## src/rtl/uart_pkg.sv

```systemverilog
// Shared UART definitions: transmitter state encoding, frame geometry and parity modes.
package uart_pkg;

  localparam int DATA_BITS          = 8;
  localparam int OVERSAMPLE_DEFAULT = 16;

  localparam logic PARITY_EVEN     = 1'b0;
  localparam logic PARITY_ODD_MODE = 1'b1;

  typedef enum logic [2:0] {
    TX_IDLE   = 3'd0,
    TX_START  = 3'd1,
    TX_DATA   = 3'd2,
    TX_PARITY = 3'd3,
    TX_STOP   = 3'd4
  } tx_state_e;

endpackage

```

## src/rtl/uart_tx_fifo_if.sv

```systemverilog
// Push handshake, baud tick and serial status of the buffered UART transmitter.
interface uart_tx_fifo_if
  import uart_pkg::*;
#(
  parameter int ADDR_W = 4
);

  logic                 tick;
  logic                 wr_en;
  logic [DATA_BITS-1:0] wr_data;
  logic                 full;
  logic                 empty;
  logic [ADDR_W:0]      fifo_count;
  logic                 overflow;
  logic                 busy;
  logic                 tx_done;
  logic                 tx;

  modport master (
    output tick, wr_en, wr_data,
    input  full, empty, fifo_count, overflow, busy, tx_done, tx
  );

  modport slave (
    input  tick, wr_en, wr_data,
    output full, empty, fifo_count, overflow, busy, tx_done, tx
  );

endinterface

```

## src/rtl/sync_fifo.sv

```systemverilog
// Single-clock FIFO with extra-MSB pointers; head word is presented combinationally on rd_data.
module sync_fifo #(
  parameter int WIDTH  = 8,
  parameter int ADDR_W = 4
) (
  input  logic              clk,
  input  logic              rst,
  input  logic              wr_en,
  input  logic [WIDTH-1:0]  wr_data,
  input  logic              rd_en,
  output logic [WIDTH-1:0]  rd_data,
  output logic              full,
  output logic              empty,
  output logic [ADDR_W:0]   count
);

  localparam int DEPTH = 1 << ADDR_W;

  logic [WIDTH-1:0] mem [DEPTH];
  logic [ADDR_W:0]  wr_ptr;
  logic [ADDR_W:0]  rd_ptr;
  logic             push;
  logic             pop;

  assign push = wr_en && !full;
  assign pop  = rd_en && !empty;

  // NOTE: the storage array has no reset; the pointers alone define which entries are valid.
  always_ff @(posedge clk) begin
    if (push) mem[wr_ptr[ADDR_W-1:0]] <= wr_data;
  end

  // NOTE: sequential state is updated with non-blocking assignments so every flop samples pre-edge values.
  always_ff @(posedge clk or posedge rst) begin
    if (rst) begin
      wr_ptr <= '0;
      rd_ptr <= '0;
    end else begin
      if (push) wr_ptr <= wr_ptr + 1'b1;
      if (pop)  rd_ptr <= rd_ptr + 1'b1;
    end
  end

  assign rd_data = mem[rd_ptr[ADDR_W-1:0]];
  assign empty   = (wr_ptr == rd_ptr);
  assign full    = (wr_ptr[ADDR_W] != rd_ptr[ADDR_W]) &&
                   (wr_ptr[ADDR_W-1:0] == rd_ptr[ADDR_W-1:0]);
  assign count   = wr_ptr - rd_ptr;

endmodule

```

## src/rtl/uart_tx_fifo.sv

```systemverilog
// Buffered 8N1 (optional parity) UART transmitter draining a FIFO back-to-back on the oversampled baud tick.
module uart_tx_fifo
  import uart_pkg::*;
#(
  parameter int FIFO_ADDR_W = 4,
  parameter int OVERSAMPLE  = OVERSAMPLE_DEFAULT,
  parameter int PARITY_EN   = 0,
  parameter int PARITY_ODD  = 0
) (
  input  logic            clk,
  input  logic            rst,
  uart_tx_fifo_if.slave   bus
);

  localparam int                CNT_W     = (OVERSAMPLE > 1) ? $clog2(OVERSAMPLE) : 1;
  localparam int                BIT_W     = $clog2(DATA_BITS);
  localparam logic [CNT_W-1:0]  TICK_LAST = CNT_W'(OVERSAMPLE - 1);
  localparam logic [BIT_W-1:0]  BIT_LAST  = BIT_W'(DATA_BITS - 1);
  localparam logic              PAR_INIT  = (PARITY_ODD != 0) ? PARITY_ODD_MODE : PARITY_EVEN;

  localparam logic [2:0] IDLE   = 3'(TX_IDLE);
  localparam logic [2:0] START  = 3'(TX_START);
  localparam logic [2:0] DATA   = 3'(TX_DATA);
  localparam logic [2:0] PARITY = 3'(TX_PARITY);
  localparam logic [2:0] STOP   = 3'(TX_STOP);

  logic [2:0]           state, state_n;
  logic [CNT_W-1:0]     tick_cnt, tick_cnt_n;
  logic [BIT_W-1:0]     bit_cnt, bit_cnt_n;
  logic [DATA_BITS-1:0] shift, shift_n;
  logic                 tx_q, tx_n;
  logic                 tx_done_q, done_n;
  logic                 overflow_q;
  logic                 pop;
  logic                 bit_end;

  logic [DATA_BITS-1:0] head;
  logic                 fifo_full;
  logic                 fifo_empty;
  logic [FIFO_ADDR_W:0] fifo_count;

  sync_fifo #(
    .WIDTH  (DATA_BITS),
    .ADDR_W (FIFO_ADDR_W)
  ) u_fifo (
    .clk     (clk),
    .rst     (rst),
    .wr_en   (bus.wr_en),
    .wr_data (bus.wr_data),
    .rd_en   (pop),
    .rd_data (head),
    .full    (fifo_full),
    .empty   (fifo_empty),
    .count   (fifo_count)
  );

  assign bit_end = bus.tick && (tick_cnt == TICK_LAST);

  // NOTE: every signal written here gets a default first, so no path leaves one unassigned and no latch is inferred.
  always_comb begin
    state_n    = state;
    tick_cnt_n = tick_cnt;
    bit_cnt_n  = bit_cnt;
    shift_n    = shift;
    pop        = 1'b0;
    done_n     = 1'b0;
    tx_n       = 1'b1;

    if (state != IDLE && bus.tick)
      tick_cnt_n = (tick_cnt == TICK_LAST) ? '0 : tick_cnt + 1'b1;

    case (state)
      IDLE: begin
        if (bus.tick && !fifo_empty) begin
          pop        = 1'b1;
          shift_n    = head;
          tick_cnt_n = '0;
          state_n    = START;
        end
      end
      START: begin
        if (bit_end) begin
          bit_cnt_n = '0;
          state_n   = DATA;
        end
      end
      DATA: begin
        if (bit_end) begin
          if (bit_cnt == BIT_LAST) state_n = (PARITY_EN != 0) ? PARITY : STOP;
          else                     bit_cnt_n = bit_cnt + 1'b1;
        end
      end
      PARITY: begin
        if (bit_end) state_n = STOP;
      end
      STOP: begin
        if (bit_end) begin
          done_n = 1'b1;
          // Chain straight into the next start bit so queued bytes leave with no idle gap.
          if (!fifo_empty) begin
            pop     = 1'b1;
            shift_n = head;
            state_n = START;
          end else begin
            state_n = IDLE;
          end
        end
      end
      default: state_n = IDLE;
    endcase

    case (state_n)
      START:   tx_n = 1'b0;
      DATA:    tx_n = shift_n[bit_cnt_n];
      PARITY:  tx_n = (^shift_n) ^ PAR_INIT;
      default: tx_n = 1'b1;
    endcase
  end

  always_ff @(posedge clk or posedge rst) begin
    if (rst) begin
      state      <= IDLE;
      tick_cnt   <= '0;
      bit_cnt    <= '0;
      shift      <= '0;
      tx_q       <= 1'b1;
      tx_done_q  <= 1'b0;
      overflow_q <= 1'b0;
    end else begin
      state      <= state_n;
      tick_cnt   <= tick_cnt_n;
      bit_cnt    <= bit_cnt_n;
      shift      <= shift_n;
      tx_q       <= tx_n;
      tx_done_q  <= done_n;
      overflow_q <= bus.wr_en && fifo_full;
    end
  end

  assign bus.full       = fifo_full;
  assign bus.empty      = fifo_empty;
  assign bus.fifo_count = fifo_count;
  assign bus.overflow   = overflow_q;
  assign bus.busy       = (state != IDLE);
  assign bus.tx_done    = tx_done_q;
  assign bus.tx         = tx_q;

endmodule

```

## src/flat_wrapper.sv

```systemverilog
// flat-port wrapper written by rule: the top's interface ports become plain ports
module uart_tx_fifo_flat import uart_pkg::*;
#(
  parameter int FIFO_ADDR_W = 4,
  parameter int OVERSAMPLE  = OVERSAMPLE_DEFAULT,
  parameter int PARITY_EN   = 0,
  parameter int PARITY_ODD  = 0
)
  (clk, rst, bus_tick, bus_wr_en, bus_wr_data, bus_full, bus_empty, bus_fifo_count, bus_overflow, bus_busy, bus_tx_done, bus_tx);
  uart_tx_fifo_if #(.ADDR_W(4)) bus_i ();
  input  logic clk;
  input  logic rst;
  input wire logic [$bits(bus_i.tick)-1:0] bus_tick;
  input wire logic [$bits(bus_i.wr_en)-1:0] bus_wr_en;
  input wire logic [$bits(bus_i.wr_data)-1:0] bus_wr_data;
  output wire logic [$bits(bus_i.full)-1:0] bus_full;
  output wire logic [$bits(bus_i.empty)-1:0] bus_empty;
  output wire logic [$bits(bus_i.fifo_count)-1:0] bus_fifo_count;
  output wire logic [$bits(bus_i.overflow)-1:0] bus_overflow;
  output wire logic [$bits(bus_i.busy)-1:0] bus_busy;
  output wire logic [$bits(bus_i.tx_done)-1:0] bus_tx_done;
  output wire logic [$bits(bus_i.tx)-1:0] bus_tx;
  assign bus_i.tick = bus_tick;
  assign bus_i.wr_en = bus_wr_en;
  assign bus_i.wr_data = bus_wr_data;
  assign bus_full = bus_i.full;
  assign bus_empty = bus_i.empty;
  assign bus_fifo_count = bus_i.fifo_count;
  assign bus_overflow = bus_i.overflow;
  assign bus_busy = bus_i.busy;
  assign bus_tx_done = bus_i.tx_done;
  assign bus_tx = bus_i.tx;
  uart_tx_fifo #(.FIFO_ADDR_W(FIFO_ADDR_W), .OVERSAMPLE(OVERSAMPLE), .PARITY_EN(PARITY_EN), .PARITY_ODD(PARITY_ODD)) u_core (.clk(clk), .rst(rst), .bus(bus_i));
endmodule
```

## config.mk

```make
export PLATFORM = sky130hd
export DESIGN_NAME = uart_tx_fifo_flat
export DESIGN_NICKNAME = d
export VERILOG_FILES = /design/src/rtl/uart_pkg.sv /design/src/rtl/uart_tx_fifo_if.sv /design/src/rtl/sync_fifo.sv /design/src/rtl/uart_tx_fifo.sv /design/src/flat_wrapper.sv
export SDC_FILE = /design/constraint.sdc
export NUM_CORES = 1
export LEC_CHECK = 0
export BUFFER_PORTS_ARGS = -buffer_cell sky130_fd_sc_hd__buf_2
export CAP_MARGIN = 20
export CORE_MARGIN = 8
export CORE_UTILIZATION = 60
export CTS_BUF_LIST = sky130_fd_sc_hd__clkbuf_8
export DETAILED_ROUTE_END_ITERATION = 10
export PLACE_DENSITY = 0.77
export SETUP_SLACK_MARGIN = 0.1
export SYNTH_ARGS = -nofsm -noshare
export SYNTH_HDL_FRONTEND = slang
export SYNTH_SLANG_ARGS = --single-unit
```

## constraint.sdc

```tcl
create_clock -name clk -period 3.65 [get_ports clk]
set_input_delay 0.365 -clock clk [delete_from_list [all_inputs] [get_ports clk]]
set_output_delay 0.365 -clock clk [all_outputs]
set_load 0.01 [all_outputs]
```

==> results by group <==
Run status
  • Status: completed

Logic synthesis
  • Post-Syn Area: about 6900 sq um
  • Primary FF master, synth: edfxtp_1
  • Sequential-to-total area share from yosys stat: 67.1%
  • Count of cell types in the netlist: just over 60
  • FF+latch count, synth: roughly 160
  • Syn nets: 453
  • Syn_area_per_cell: 16.0 sq um
  • Cells after synthesis: between 400 and 500
  • Post-synth EDFFs: 128
  • Fraction of registers with async set/reset: about a fifth
  • Yosys warning count: 0

STA
  • Setup-failing EPs final: 0
  • Fin crit period: 3090 ps
  • RSZ-0062 raised after global routing: no
  • Slew headroom: 62.5%
  • Setup_tns: 0 ps
  • Worst Tran Pin Value: 562 ps
  • Slew Viols, Final: 0
  • Hold Violations, Final: 0
  • Max Clock Skew: approximately 8.5 ps
  • Maximum clock rate: 324 MHz
  • Final setup margin: 565 ps
  • Final period utilization: between 80 and 90%

Routing
  • DR vias: 3839
  • Routed Antenna Nets: 0
  • DRC Markers: 0
  • Vias/cell: 6.07
  • Detailed Route Iter0 Violations: about 370
  • Drt pass-1 iters: 5
  • Final wirelength: around 13000 microns
  • Routed WL per cell: 21.1 microns

CTS
  • CTS sink count: 159
  • Setup Fix Bufs, Post-CTS: 0
  • Clk root buf: clkbuf_8
  • Clk pin slew, worst setup/hold paths: 80 ps
  • CTS tree: built
  • Max H-tree Level: 4
  • Post-CTS resize count: 0
  • CTS buffer count: 17
  • Insertion delay to the later sink of the worst-skew pair: 450 ps
  • Clock Tree Buf Depth: 2
  • Post-CTS Hold Buffers: 1

Global route
  • Global Route Usage Sum: between 10% and 20%
  • Gr ovfl total: 0
  • Largest net degree at the start of global routing: 44
  • Vias in the first global route: 3755
  • Antenna violations before repair: 0
  • Global-route wire length before repair: 21200 microns

Critical path
  • Worst endpoint data arrival time: around 3400 ps
  • Cell Chain, Critical Path: ha_1 > nand4_1 > o221ai_1 > a211oi_1 > a21o_1 > xor2_1 > xnor2_1 > xnor3_1 > o41ai_2
  • Slowest CP cell: o221ai_1
  • Startpoint types: flop
  • Max incr delay on CP: 530 ps
  • Critical Path End Type: flop
  • Critical-path maximum fanout: 10
  • Worst EP required: 3990 ps
  • Crit Path Class: reg2reg

Cells and area
  • Register area: ~4600 sq um
  • Fill cells: between 700 and 800
  • Final design utilization: 67.3%
  • Share of layout cells above drive strength 1: 21.9%
  • Final Net Count: 500
  • Final instance area: ~7600 sq um
  • Area grow syn2layout: 10.6%
  • Multi-input logic area: 2060 sq um
  • Ant diodes: 0

Place
  • DP Wirelength: 9150 microns
  • Placed instance area: 7240 sq um
  • Dpl ws: 565 ps
  • IO Port Bufs: 22
  • Final Wtd Congestion: 0.848

Floorplanning
  • Core Area: approximately 11000 sq um
  • Rows: 39
  • Io pins: 23
  • Die Height: 123 microns
  • Die area: around 15000 sq um
  • Die Wd: between 100 and 150 microns
  • Effective utilization at floorplan: 60.8%

Pwr
  • Peak supply drop: about 500 uV
  • P_leak: 2.80 nW
  • Int Power: between 3 and 4 mW
  • Pwr/cell area: 768 nW/um^2
  • Clock share of power: 20.7%
  • Switching share of power: between 30% and 40%
  • Sequential power share: ~42%
  • Comb power frac: 37.9%
  • Psw: 2.04 mW

Run
  • Max-cap violations: 0

Min path
  • Hold crit path type: in2reg
metrics by stage:
stage	power (mW)	instances	hold WS, ps
CTS	5.89	632	124
global route	6.16	632	133
global placement	4.62	599	466
finish	5.85	632	146
floorplan	4.09	429	459
detailed placement	4.69	599	475
layout make-up:
class,count,share of cell area [%]
inverters,15,0.740
repair buffers,47,4.27
clock buffers,17,3.07
multi-input cells,236,27.1
flip-flops and latches,159,60.7
well taps,143,2.35
clock inverters,15,1.73
sequential cells by signal, indices dropped and copies added (netlist names):
name and flops:
u_core.bit_cnt 3, u_core.bus.overflow 1, u_core.bus.tx 1, u_core.bus.tx_done 1, u_core.shift 8, u_core.state 3, u_core.tick_cnt 4, u_core.u_fifo.mem 128
u_core.u_fifo.rd_ptr 5, u_core.u_fifo.wr_ptr 5
power by group through the flow:
| stage | Clock, mW | Sequential (mW) | Combinational [mW] |
|---|---|---|---|
| after global placement | 0 | 2.45 | 2.17 |
| after global routing | 1.30 | 2.46 | 2.40 |
| after CTS | 1.23 | 2.43 | 2.23 |
| final | 1.21 | 2.42 | 2.22 |
| after floorplan | 0 | 2.38 | 1.71 |
| after detailed placement | 0 | 2.46 | 2.22 |
placed cells by master (no fill, tap or decap), drive strengths merged, types with 2 or more instances in the layout:
| cell | instances |
|---|---|
| a31oi | 3 |
| and2 | 3 |
| nor2b | 3 |
| mux2 | 7 |
| edfxtp | 128 |
| nand2b | 7 |
| buf | 46 |
| dfrtp | 30 |
| mux2i | 13 |
| a211oi | 5 |
| inv | 23 |
| o41ai | 2 |
| a221oi | 2 |
| and4 | 3 |
| o221ai | 3 |
| and3 | 3 |
| nor2 | 25 |
| nand2 | 27 |
| o21a | 3 |
| o31ai | 4 |
| xor2 | 6 |
| a21o | 3 |
| clkinv | 4 |
| ha | 11 |
| clkbuf | 17 |
| o22ai | 5 |
| or3 | 4 |
| nor3 | 6 |
| mux4 | 24 |
| nand4 | 5 |
| nand3 | 10 |
| a32o | 2 |
| a21oi | 7 |
| clkinvlp | 2 |
| o21ai | 12 |
| xnor2 | 13 |
per-layer routing:
layer	wire length (microns)	global-route usage, %	vias to the layer above	part of all wire, %
met5	0	0	-	0
met4	266	7.60	0	2.0
met3	719	5.16	18	5.4
met2	6430	29.4	127	48
met1	5950	25.6	1925	45
li1	-	-	1769	-
worst max-delay path, delay by kind of cell (launching register included):
kind | cells | cell delay (ps)
compound gates | 4 | 1090
simple gates | 1 | 210
flops | 1 | 490
xor+xnor | 3 | 800
fa+ha+maj | 1 | 400
path summary, 6_finish.rpt:
path                       depth (start not counted)                   to  slack, ps                     from
min reg2reg                                        2      u_core.shift[3]        510          u_core.shift[3]
max in group asynchronous                          4        u_core.bus.tx       2770                      rst
min in group asynchronous                          4      u_core.state[2]        550                      rst
max reg2reg                                        9        u_core.bus.tx        560  u_core.u_fifo.wr_ptr[2]
max                                                9        u_core.bus.tx        560  u_core.u_fifo.wr_ptr[2]
min                                                2  u_core.bus.overflow        150                bus_wr_en
synthesized netlist by cell type, drive strengths merged, types with 3 or more instances:
cell type / count / share of area (%)
or3: 4 / 0.36
and4: 3 / 0.38
a21o: 3 / 0.33
o221ai: 3 / 0.38
nand4: 5 / 0.45
inv: 15 / 0.82
xnor2: 13 / 1.7
dfrtp: 30 / 11
o31ai: 4 / 0.51
and2: 3 / 0.27
mux4: 24 / 8.4
and3: 3 / 0.27
nor2: 25 / 1.4
xor2: 6 / 0.76
a21oi: 7 / 0.51
a31oi: 3 / 0.27
nand2b: 7 / 0.64
clkbuf: 3 / 0.16
o21ai: 12 / 0.93
mux2i: 13 / 1.9
o22ai: 5 / 0.45
nor3: 6 / 0.44
ha: 11 / 2.0
nand3: 10 / 0.73
a211oi: 5 / 0.62
buf: 16 / 1.9
mux2: 7 / 1.1
o21a: 3 / 0.33
nor2b: 3 / 0.27
edfxtp: 128 / 56
nand2: 27 / 1.5
kinds of logic after synthesis:
| logic type | synth area share (%) |
|---|---|
| DFF | 67.1 |
| and+or+nand+nor | 6.87 |
| AOI/OAI and AO/OA | 6.65 |
| muxes | 11.4 |
| buffers and inverters | 2.85 |
| xor gates and xnor gates | 2.75 |
| adders and majority gates | 2.29 |
(Power assumes the default switching activity.)
